**src/rtl/thermocouple_pkg.sv**
```systemverilog
// thermocouple_pkg
//   Shared definitions for the thermocouple readers: scanner FSM states,
//   bit positions of the fields inside the 32-bit converter frame, and the
//   widths of the decoded fields.
package thermocouple_pkg;

  typedef enum logic [1:0] {
    ST_STARTUP = 2'd0,
    ST_REQUEST = 2'd1,
    ST_BUSY    = 2'd2,
    ST_HOLD    = 2'd3
  } state_t;

  localparam int FRAME_W = 32;

  // Thermocouple temperature occupies frame[31:18].
  localparam int TC_MSB = 31;
  localparam int TC_LSB = 18;
  localparam int TC_W   = TC_MSB - TC_LSB + 1;

  // Cold-junction temperature occupies frame[15:4].
  localparam int JT_MSB = 15;
  localparam int JT_LSB = 4;
  localparam int JT_W   = JT_MSB - JT_LSB + 1;

  // frame[16] is the summary fault flag; frame[2:0] are the detailed faults.
  localparam int FAULT_BIT     = 16;
  localparam int FAULT_DET_MSB = 2;
  localparam int FAULT_W       = 4;

endpackage

```
**src/rtl/tc_frame_decode.sv**
```systemverilog
// tc_frame_decode
//   Purely combinational slicing of one converter frame into its fields.
//   Ports:
//     frame       in  32  raw frame from the SPI master
//     tc_temp     out 14  thermocouple temperature, frame[31:18]
//     junc_temp   out 12  junction temperature, frame[15:4]
//     fault       out 4   {summary fault frame[16], detail faults frame[2:0]}
module tc_frame_decode
  import thermocouple_pkg::*;
(
  input  logic [FRAME_W-1:0] frame,
  output logic [TC_W-1:0]    tc_temp,
  output logic [JT_W-1:0]    junc_temp,
  output logic [FAULT_W-1:0] fault
);

  assign tc_temp   = frame[TC_MSB:TC_LSB];
  assign junc_temp = frame[JT_MSB:JT_LSB];
  assign fault     = {frame[FAULT_BIT], frame[FAULT_DET_MSB:0]};

  // frame[17] and frame[3] are reserved bits in the converter frame.
  logic unused_reserved;
  assign unused_reserved = ^{frame[17], frame[3]};

endmodule

```
**src/rtl/thermocouple_scanner.sv**
```systemverilog
// thermocouple_scanner
//   Waits a settle delay after reset, then visits NCH converters in
//   round-robin order through a shared SPI master, producing one decoded
//   sample (or a timeout strobe) per channel visit.
//   Ports:
//     clk, rst            clock, synchronous active-high reset
//     spi_not_busy        SPI master idle; spi_rx_data valid while high
//     spi_rx_data [31:0]  last received frame
//     spi_ena             transaction request to the SPI master
//     spi_sel [CHW]       chip select index of the current channel
//     tc_temp_data [14]   captured thermocouple temperature
//     junction_temp_data [12] captured junction temperature
//     fault_bits [4]      captured {frame[16], frame[2:0]}
//     sample_ch [CHW]     channel of the captured sample
//     sample_valid        one-cycle strobe per captured sample
//     fault_mask [NCH]    sticky per-channel fault (frame[16] or timeout)
//     timeout_err         one-cycle strobe when a transaction times out
module thermocouple_scanner
  import thermocouple_pkg::*;
#(
  parameter int NCH            = 4,
  parameter int STARTUP_CYCLES = 600,
  parameter int PERIOD_CYCLES  = 200,
  parameter int TIMEOUT_CYCLES = 1023,
  parameter int CBITS          = 10,
  parameter int CHW            = (NCH > 1) ? $clog2(NCH) : 1
) (
  input  logic               clk,
  input  logic               rst,
  input  logic               spi_not_busy,
  input  logic [FRAME_W-1:0] spi_rx_data,
  output logic               spi_ena,
  output logic [CHW-1:0]     spi_sel,
  output logic [TC_W-1:0]    tc_temp_data,
  output logic [JT_W-1:0]    junction_temp_data,
  output logic [FAULT_W-1:0] fault_bits,
  output logic [CHW-1:0]     sample_ch,
  output logic               sample_valid,
  output logic [NCH-1:0]     fault_mask,
  output logic               timeout_err
);

  // Each phase ends on the edge where the counter would reach its limit,
  // so a phase of N cycles compares against N-1.
  localparam logic [CBITS-1:0] STARTUP_LAST = CBITS'(STARTUP_CYCLES - 1);
  localparam logic [CBITS-1:0] PERIOD_LAST  = CBITS'(PERIOD_CYCLES - 1);
  localparam logic [CBITS-1:0] TIMEOUT_LAST = CBITS'(TIMEOUT_CYCLES - 1);
  localparam logic [CHW-1:0]   LAST_CH      = CHW'(NCH - 1);

  state_t           state, state_d;
  logic [CBITS-1:0] cnt, cnt_d;
  logic [CHW-1:0]   ch, ch_d;
  logic [NCH-1:0]   mask_d;
  logic             ena_d, capture, valid_d, timeout_d;

  logic [TC_W-1:0]    dec_tc;
  logic [JT_W-1:0]    dec_jt;
  logic [FAULT_W-1:0] dec_fault;

  tc_frame_decode u_decode (
    .frame     (spi_rx_data),
    .tc_temp   (dec_tc),
    .junc_temp (dec_jt),
    .fault     (dec_fault)
  );

  assign spi_sel = ch;

  // NOTE: every signal gets a default before the case so no path leaves
  // one unassigned, which would otherwise infer a latch.
  always_comb begin
    state_d   = state;
    cnt_d     = cnt;
    ch_d      = ch;
    mask_d    = fault_mask;
    ena_d     = 1'b0;
    capture   = 1'b0;
    valid_d   = 1'b0;
    timeout_d = 1'b0;

    case (state)
      ST_STARTUP: begin
        if (cnt == STARTUP_LAST) begin
          cnt_d   = '0;
          state_d = ST_REQUEST;
        end else begin
          cnt_d = cnt + 1'b1;
        end
      end

      ST_REQUEST: begin
        if (spi_not_busy) begin
          ena_d = 1'b1;
        end else begin
          cnt_d   = '0;
          state_d = ST_BUSY;
        end
      end

      ST_BUSY: begin
        // A frame arriving on the timeout edge still counts as a capture.
        if (spi_not_busy) begin
          capture    = 1'b1;
          valid_d    = 1'b1;
          mask_d[ch] = fault_mask[ch] | dec_fault[FAULT_W-1];
          cnt_d      = '0;
          state_d    = ST_HOLD;
        end else if (cnt == TIMEOUT_LAST) begin
          timeout_d  = 1'b1;
          mask_d[ch] = 1'b1;
          cnt_d      = '0;
          state_d    = ST_HOLD;
        end else begin
          cnt_d = cnt + 1'b1;
        end
      end

      ST_HOLD: begin
        if (cnt == PERIOD_LAST) begin
          cnt_d   = '0;
          ch_d    = (ch == LAST_CH) ? '0 : ch + 1'b1;
          state_d = ST_REQUEST;
        end else begin
          cnt_d = cnt + 1'b1;
        end
      end

      default: begin
        cnt_d   = '0;
        state_d = ST_REQUEST;
      end
    endcase
  end

  // NOTE: sequential state uses non-blocking assignments so every register
  // samples the pre-edge values regardless of statement order.
  always_ff @(posedge clk) begin
    if (rst) begin
      state              <= ST_STARTUP;
      cnt                <= '0;
      ch                 <= '0;
      spi_ena            <= 1'b0;
      tc_temp_data       <= '0;
      junction_temp_data <= '0;
      fault_bits         <= '0;
      sample_ch          <= '0;
      sample_valid       <= 1'b0;
      fault_mask         <= '0;
      timeout_err        <= 1'b0;
    end else begin
      state        <= state_d;
      cnt          <= cnt_d;
      ch           <= ch_d;
      spi_ena      <= ena_d;
      sample_valid <= valid_d;
      timeout_err  <= timeout_d;
      fault_mask   <= mask_d;
      if (capture) begin
        tc_temp_data       <= dec_tc;
        junction_temp_data <= dec_jt;
        fault_bits         <= dec_fault;
        sample_ch          <= ch;
      end
    end
  end

endmodule

```
**config.mk**
```make
export PLATFORM = sky130hd
export DESIGN_NAME = thermocouple_scanner
export DESIGN_NICKNAME = d
export VERILOG_FILES = /design/src/rtl/thermocouple_pkg.sv /design/src/rtl/tc_frame_decode.sv /design/src/rtl/thermocouple_scanner.sv
export SDC_FILE = /design/constraint.sdc
export NUM_CORES = 1
export LEC_CHECK = 0
export CAP_MARGIN = 0
export CORE_MARGIN = 5
export CORE_UTILIZATION = 50
export DETAILED_ROUTE_END_ITERATION = 7
export HOLD_SLACK_MARGIN = 0.02
export PLACE_DENSITY = 0.95
export RECOVER_POWER = 100
export SETUP_SLACK_MARGIN = 0.3
export SYNTH_ARGS = -nofsm -noshare
export SYNTH_HDL_FRONTEND = slang
export SYNTH_HIERARCHICAL = 1
export SYNTH_SLANG_ARGS = --single-unit
```
**constraint.sdc**
```tcl
create_clock -name clk -period 2.8 [get_ports clk]
set_input_delay 0.42 -clock clk [delete_from_list [all_inputs] [get_ports clk]]
set_output_delay 0.42 -clock clk [all_outputs]
set_load 0.01 [all_outputs]
```
* Word-level counts from Yosys, hierarchy flattened
Index checks and enable logic that the tools add are counted.
Storage, ports and cells: bits of input ports 35, register bits after elaboration 53, output and inout port bits 41
Operators by class: add/sub/neg operators 2, multiplexer cells 23, magnitude comparators 2, bitwise gates (word level) 4, reductions and logical operators 8, equality and inequality tests 11
Operators by type and width (number):
- 2-to-1 mux 10 bit | 5
- case mux 10 bit (4 select lines) | 1
- equality test 10 bit, second input constant | 2
- 2-to-1 mux 2 bit | 6
- adder 10 x 1 -> 10 bit, second input constant | 1
- equality test 10 x 8 -> 1 bit, second input constant | 1
- 2-to-1 mux 4 bit | 2
- case mux 2 bit (4 select lines) | 1
- equality test 2 bit, second input constant | 3
- inequality test 2 bit, second input constant | 3
- 2-to-1 mux 1 bit | 5
- bitwise mux 4 bit | 1
- bitwise OR 4 bit | 1
- AND reduction 2 bit | 2
- AND reduction 4 bit | 1
- less-than comparator 2 x 3 -> 1 bit, second input constant | 1
- inequality test 3 bit, second input constant | 1
- OR reduction 3 bit | 1
- adder 2 x 1 -> 2 bit, second input constant | 1
- binary-select mux 1 bit (select 2 bit) | 1
- demux 1 bit (select 2 bit) | 1
- equality test 2 x 1 -> 1 bit, second input constant | 1
- greater-or-equal comparator 2 x 1 -> 1 bit, second input constant | 1
- logical NOT 2 bit | 1
- 5 further kinds | 6

* Logic depth before layout (Yosys ltp)
Gate-level depths: netlist of the first run.
depth after elaboration 7, mapped depth 7, mapped depth without buffers 7

* Cells and area by module
Netlist of the first run, hierarchy kept.
By module, submodules not included:
- thermocouple_scanner | cells each 272, area an instance 2268.4 sq um, times used 1, seq. area each 1061.0 sq um
- tc_frame_decode | cells each 30, area an instance 225.2 sq um, times used 1, seq. area each 0.0 sq um

* Least setup slack after synthesis of the first run
No wires, ideal clock.
path type register to register, start point register cnt[0], end point register cnt[9], arrival time 1590 ps, required time 2676 ps, stages on the path, launching flop included 8, setup slack 1086 ps, cells stage by stage dfxtp_1 inv_1 ha_1 nand4_1 o311a_1 a2111o_1 a31oi_1 o22ai_1
On the way: longest elaborated chain between the ends 4
Ends and longest elaborated chain:
- from (decl) | RTL line thermocouple_scanner.sv:51 | logic [CBITS-1:0] cnt, cnt_d;
- from (signal assigned) | RTL line thermocouple_scanner.sv:152 | cnt <= cnt_d;
- adder 10 x 1 -> 10 bit or equality test 10 bit (tied branches)
- 2-to-1 mux 10 bit | RTL line thermocouple_scanner.sv:108 | end else if (cnt == TIMEOUT_LAST) begin
- 2-to-1 mux 10 bit | RTL line thermocouple_scanner.sv:102 | if (spi_not_busy) begin
- case mux 10 bit (4 select lines) (*) | RTL line thermocouple_scanner.sv:81 | case (state)
Every way passes the cells marked *; elsewhere a longest branch is shown, timed or not. A chain may end at the register's enable or synchronous reset.

* Worst setup path after layout of the first run
start point input spi_not_busy, end point register tc_temp_data[13]
On the way: longest elaborated chain between the ends 2
Ends and longest elaborated chain:
- from (decl) | RTL line thermocouple_scanner.sv:30 | input logic spi_not_busy,
- 2-to-1 mux 1 bit | RTL line thermocouple_scanner.sv:102
- 2-to-1 mux 1 bit | RTL line thermocouple_scanner.sv:81
- to (signal assigned) | RTL line thermocouple_scanner.sv:159 | tc_temp_data <= dec_tc;
- to (decl) | RTL line thermocouple_scanner.sv:34 | output logic [TC_W-1:0] tc_temp_data,
No other way between the ends.

==> results.json, run 1 <==
{
  "powerDensity_nw_per_um2": 499,
  "dieArea_um2": 6500,
  "hold_class": "flop to flop",
  "cap_violations": 0,
  "tns_ps": 0,
  "ys_seq_elements": 53,
  "peakVddDrop_mv": 0.454,
  "syn_avg_cell_area_um2": 8.26,
  "required_ps": 3030,
  "fin_cells": 408,
  "yosysSeqAreaShare": 0.425,
  "core_area_um2": 4790,
  "clockPowerShare": 0.272,
  "period_needed_ps": 2090,
  "num_vias": 2145,
  "p_total_w": 0.00156,
  "p_int_w": 0.00111,
  "cts_sinks": 53,
  "pwr-share-comb": 0.195,
  "switchingPower_w": 0.000446,
  "area_growth_pct": 25.1,
  "dp_cells": 400,
  "clock_latency_ps": 300,
  "synth_fp_nets": 348,
  "drt_iter0_drc": 61,
  "fin_skew_ps": 4.12,
  "wl_um": 5650,
  "cts_tree": "done",
  "wire_per_inst_um": 13.9,
  "gr-usage-all-layers": 0.183,
  "ctsResizeCount": 0,
  "status": "complete, no violations",
  "final_layout_size_suffix_gt1_frac": 0.0499,
  "drc": 0,
  "rsz0062_at_grt": "false",
  "critPathKind": "input pin to flop",
  "yosys_warnings": 6,
  "drt-vias-per-instance": 5.26,
  "worstPathArrival_ps": 2320,
  "slowest_stage": "dlygate4sd3_1",
  "crit_path_end_kind": "flop",
  "syn_inst": 302,
  "die_height_um": 80.6,
  "io_buffers": 73,
  "synth_cell_types": 38,
  "ios": 76,
  "clk_pin_slew_ps": 90,
  "setup_viol": 0,
  "grt_pass1_wl_um": 9450,
  "place.gp.congestion": 0.896,
  "clockBufferDepth": 2,
  "ant_nets": 0,
  "dp_hpwl_um": 4170,
  "setup.worst_path.start_class": "input pin",
  "fp.dieW_um": 80.6,
  "p_seq_frac": 0.533,
  "post-route-period-util": 0.747,
  "root_buffer": "clkbuf_8",
  "cts_buffers": 5,
  "slew_violations": 0,
  "grt_overflow": 0,
  "slew-limit-headroom": 0.521,
  "diodes": 0,
  "p_leak_nw": 1.20,
  "cpPeakStageDelay_ps": 630,
  "most-common-layout-cells": "nand2_1, dfxtp_1, dlygate4sd3_1",
  "final_common_cell": "nand2_1",
  "grt_pass1_vias": 1974,
  "max_freq_ghz": 0.478,
  "path_cells": "dlygate4sd3_1 > and2_0 > clkbuf_2 > nand2_1 > a21oi_1",
  "rows": 25,
  "final_nets": 386,
  "worst_pin_slew_ps": 715,
  "crit_path_max_fanout": 27,
  "antenna_found_initial": 0,
  "start_util": 0.521,
  "n_fill_cell": 400,
  "hold_viol": 0,
  "post_cts_buffers": 0,
  "p_sw_frac": 0.286,
  "grt_max_degree": 34,
  "cts_hold_buf": 0,
  "drt_pass1_iterations": 4,
  "h-tree-depth": 2,
  "synth_area_um2": 2490
}
-- cell type report --
type | count | area [um2] | share of cell area
Multi-Input combinational cell | 191 | 1090 | 0.348
Clock inverter | 2 | 13.8 | 0.00441
Clock buffer | 6 | 72.6 | 0.0233
Sequential cell | 53 | 1060 | 0.340
Tap cell | 67 | 83.8 | 0.0269
Inverter | 12 | 45.0 | 0.0144
Timing Repair Buffer | 77 | 758 | 0.243
-- critical path, delay by kind of cell --
family / cells / cell delay [ps]
AO/OA/AOI/OAI: 1 / 190
buffers and inverters: 2 / 1170
AND/OR/NAND/NOR: 2 / 510
-- registers in the layout, indices dropped and copies added, names as in the netlist --
name                count
state                   2
timeout_err             1
junction_temp_data     12
fault_bits              4
fault_mask              4
sample_valid            1
sample_ch               2
spi_ena                 1
cnt                    10
tc_temp_data           14
spi_sel                 2
-- final timing paths --
kind,start,end,slack [ps],cells after the start
setup / recovery,spi_not_busy,tc_temp_data[13],710,5
hold / removal,junction_temp_data[9],junction_temp_data[9],450,2
setup reg to reg,cnt[4],state[1],720,5
hold reg to reg,junction_temp_data[9],junction_temp_data[9],450,2
-- power groups by stage --
stage	Sequential, W	Combinational [W]	Clock (W)
after floorplan	0.000846	0.000219	0
after global placement	0.000844	0.000298	0
after detailed placement	0.000847	0.000310	0
after CTS	0.000831	0.000314	0.000437
after global routing	0.000838	0.000344	0.000478
final	0.000830	0.000304	0.000423
-- per-stage QoR --
stage          hold slack, ps  instance area (um2)  setup slack (ps)   util
2_1_floorplan             471                 2490              1090      -
3_3_place_gp              441                 3050               806  0.637
3_5_place_dp              446                 3050               757  0.637
4_1_cts                   458                 3140               900  0.655
5_1_grt                   475                 3120               524  0.652
6_report                  453                 3120               709  0.652
-- layer usage --
metal	wire, um	share of wire	GRT usage	vias up
li1	-	-	-	1059
met2	2780	0.49	0.325	69
met3	378	0.067	0.0527	8
met4	84	0.015	0.0507	0
met1	2410	0.43	0.214	1009
met5	0	0	0	-
-- logic make-up (layout without fill, tap and decap cells) --
| family | Yosys count | after routing | share of synthesized area |
|---|---|---|---|
| muxes | 5 | 5 | 0.0251 |
| buffers and inverters | 58 | 97 | 0.133 |
| DFF | 53 | 53 | 0.425 |
| and+or+nand+nor | 111 | 111 | 0.210 |
| AOI/OAI and AO/OA | 61 | 61 | 0.140 |
| adders and majority gates | 11 | 11 | 0.0552 |
| xor gates and xnor gates | 3 | 3 | 0.0105 |
-- cells in the mapped netlist, drive strengths merged --
library cell / number / area (um2)
o311a: 1 / 10.0
and4: 1 / 10.0
and3: 2 / 13.8
o22ai: 3 / 18.8
clkbuf: 15 / 57.6
nor4b: 2 / 38.8
a31oi: 6 / 37.5
and2: 2 / 12.5
a2111o: 1 / 11.3
xor2: 2 / 17.5
nor2: 7 / 26.3
nor4bb: 1 / 10.0
o21ai: 5 / 25.0
o21a: 1 / 7.51
inv: 12 / 45.0
dfxtp: 53 / 1060
and3b: 1 / 8.76
and4b: 1 / 10.0
nor3: 2 / 10.0
a41oi: 1 / 8.76
ha: 11 / 138
buf: 31 / 230
nand2: 77 / 294
a21oi: 38 / 194
mux2i: 4 / 40.0
a211oi: 5 / 37.5
nand4: 5 / 31.3
or3: 2 / 17.5
mux4: 1 / 22.5
xnor2: 1 / 8.76
nand3: 8 / 40.0
No activity file was read; power rests on OpenSTA's default activity.
==> inputs of run 2 (changes only) <==
- CORE_UTILIZATION: 50 -> 47
- PLACE_DENSITY: 0.95 -> 0.91
- clock period: 2.8 -> 2 ns (I/O delays scaled with it)
==> run 2 against run 1 <==
Count of clock-buffer cells in the layout shrank 1. Sequential share of layout area fell by 2.0 points. Core utilization up 0.21 points. Wire length is 2.8% higher. Sequential power rose by 41%. Worst hold slack is essentially flat. Largest power group unchanged.
==> results.json, run 2 (synthesized netlist as in run 1, its figures left out) <==
{
  "status": "complete, no violations",
  "p_seq_frac": 0.462,
  "num_vias": 2189,
  "cts_tree": "done",
  "critPathKind": "flop to flop",
  "p_sw_frac": 0.282,
  "cts_hold_buf": 0,
  "wire_per_inst_um": 13.7,
  "period_needed_ps": 1970,
  "required_ps": 2180,
  "cts_buffers": 5,
  "post-route-period-util": 0.985,
  "fin_cells": 425,
  "pwr-share-comb": 0.262,
  "h-tree-depth": 2,
  "drc": 0,
  "crit_path_max_fanout": 8,
  "grt_overflow": 0,
  "clk_pin_slew_ps": 90,
  "clockBufferDepth": 2,
  "most-common-layout-cells": "nand2_1, dfxtp_1, dlygate4sd3_1",
  "wl_um": 5810,
  "gr-usage-all-layers": 0.162,
  "root_buffer": "clkbuf_8",
  "final_nets": 401,
  "slew-limit-headroom": 0.646,
  "largest_reg_flops": 14,
  "grt_pass1_wl_um": 9330,
  "slowest_stage": "a2111o_1",
  "grt_max_degree": 33,
  "slew_violations": 0,
  "fin_skew_ps": 9.12,
  "dieArea_um2": 6860,
  "core_area_um2": 5140,
  "ant_nets": 0,
  "ios": 76,
  "powerDensity_nw_per_um2": 752,
  "setup.worst_path.start_class": "flop",
  "cts_sinks": 53,
  "cpPeakStageDelay_ps": 450,
  "place.gp.congestion": 0.834,
  "start_util": 0.485,
  "area_growth_pct": 34.8,
  "cap_violations": 0,
  "regMostFlops": "tc_temp_data",
  "setup_ws_ps": 30.7,
  "hold_class": "flop to flop",
  "final_common_cell": "nand2_1",
  "drt_pass1_iterations": 5,
  "setup_viol": 0,
  "dpl_worst_slack_ps": 110,
  "max_freq_ghz": 0.508,
  "utilization": 0.654,
  "fp.dieW_um": 82.8,
  "peakVddDrop_mv": 0.359,
  "p_leak_nw": 1.30,
  "path_cells": "inv_4 > ha_4 > nand4_1 > o311a_1 > a2111o_1 > a31oi_1 > mux2i_1",
  "io_buffers": 73,
  "final_layout_size_suffix_gt1_frac": 0.132,
  "crit_path_end_kind": "flop",
  "rsz0062_at_grt": "true",
  "diodes": 0,
  "die_height_um": 82.8,
  "clockPowerShare": 0.277,
  "grt_pass1_vias": 2017,
  "rows": 26,
  "drt-vias-per-instance": 5.15,
  "reg_top3": "tc_temp_data: 14 flops, junction_temp_data: 12 flops, cnt: 10 flops",
  "drt_iter0_drc": 96,
  "clock_latency_ps": 310,
  "p_int_w": 0.00181,
  "cp_num_buf_inv": 1,
  "worst_pin_slew_ps": 530,
  "worstPathArrival_ps": 2150,
  "switchingPower_w": 0.000712,
  "dp_hpwl_um": 4100,
  "dp_cells": 408,
  "hold_viol": 0,
  "critPathTopFamily": "compound AO/OA/AOI/OAI gates",
  "antenna_found_initial": 0
}
## run 2: power by group through the flow
stage                     registers (W)  clock network [W]  logic, W
after floorplan                 0.00119                  0  0.000307
after global placement          0.00118                  0  0.000434
after detailed placement        0.00119                  0  0.000456
after CTS                       0.00117           0.000714  0.000518
after global routing            0.00117           0.000753  0.000730
final                           0.00117           0.000700  0.000661
## run 2: path summary, 6_finish.rpt
| path | cells after the start | end | slack [ps] | startpoint |
|---|---|---|---|---|
| worst max-delay path | 7 | cnt[4] | 30 | cnt[0] |
| worst min-delay path | 2 | tc_temp_data[3] | 450 | tc_temp_data[3] |
| worst max register to register | 7 | cnt[4] | 30 | cnt[0] |
| worst min register to register | 2 | tc_temp_data[3] | 450 | tc_temp_data[3] |
## run 2: repair_timing
item                                    CTS  global route
resized for setup                        13            14
pin swaps                                 4             8
buffers inserted                          3             7
endpoints found under the setup margin   14            15
## run 2: tightest hold or removal path: stages, from the launching register on
cell and delay [ps]:
dfxtp_1 320, nand2_1 50, a21oi_1 50
## run 2: cell type report
| cell class | instances | area [um2] |
|---|---|---|
| well taps | 70 | 87.6 |
| inverters | 12 | 47.5 |
| fillers | 434 | 1780 |
| repair buffers | 92 | 880 |
| multi-input cells | 191 | 1170 |
| clock inverters | 2 | 35.0 |
| clock buffers | 5 | 68.8 |
| flip-flops and latches | 53 | 1070 |
## run 2: per-stage QoR
step	power [W]	cell area (um2)	hold slack, ps	setup TNS (ps)
3_5_place_dp	0.00164	3110	447	0
4_1_cts	0.00240	3270	460	0
5_1_grt	0.00266	3360	474	-33.7
2_1_floorplan	0.00149	2490	376	0
6_report	0.00253	3360	453	0
3_3_place_gp	0.00161	3110	441	0
## run 2: per-layer routing
| layer | track usage | part of all wire | vias to the layer above |
|---|---|---|---|
| met2 | 0.270 | 0.51 | 86 |
| met3 | 0.0465 | 0.064 | 7 |
| met1 | 0.197 | 0.41 | 1007 |
| met5 | 0 | 0 | - |
| li1 | - | - | 1089 |
| met4 | 0.0624 | 0.015 | 0 |
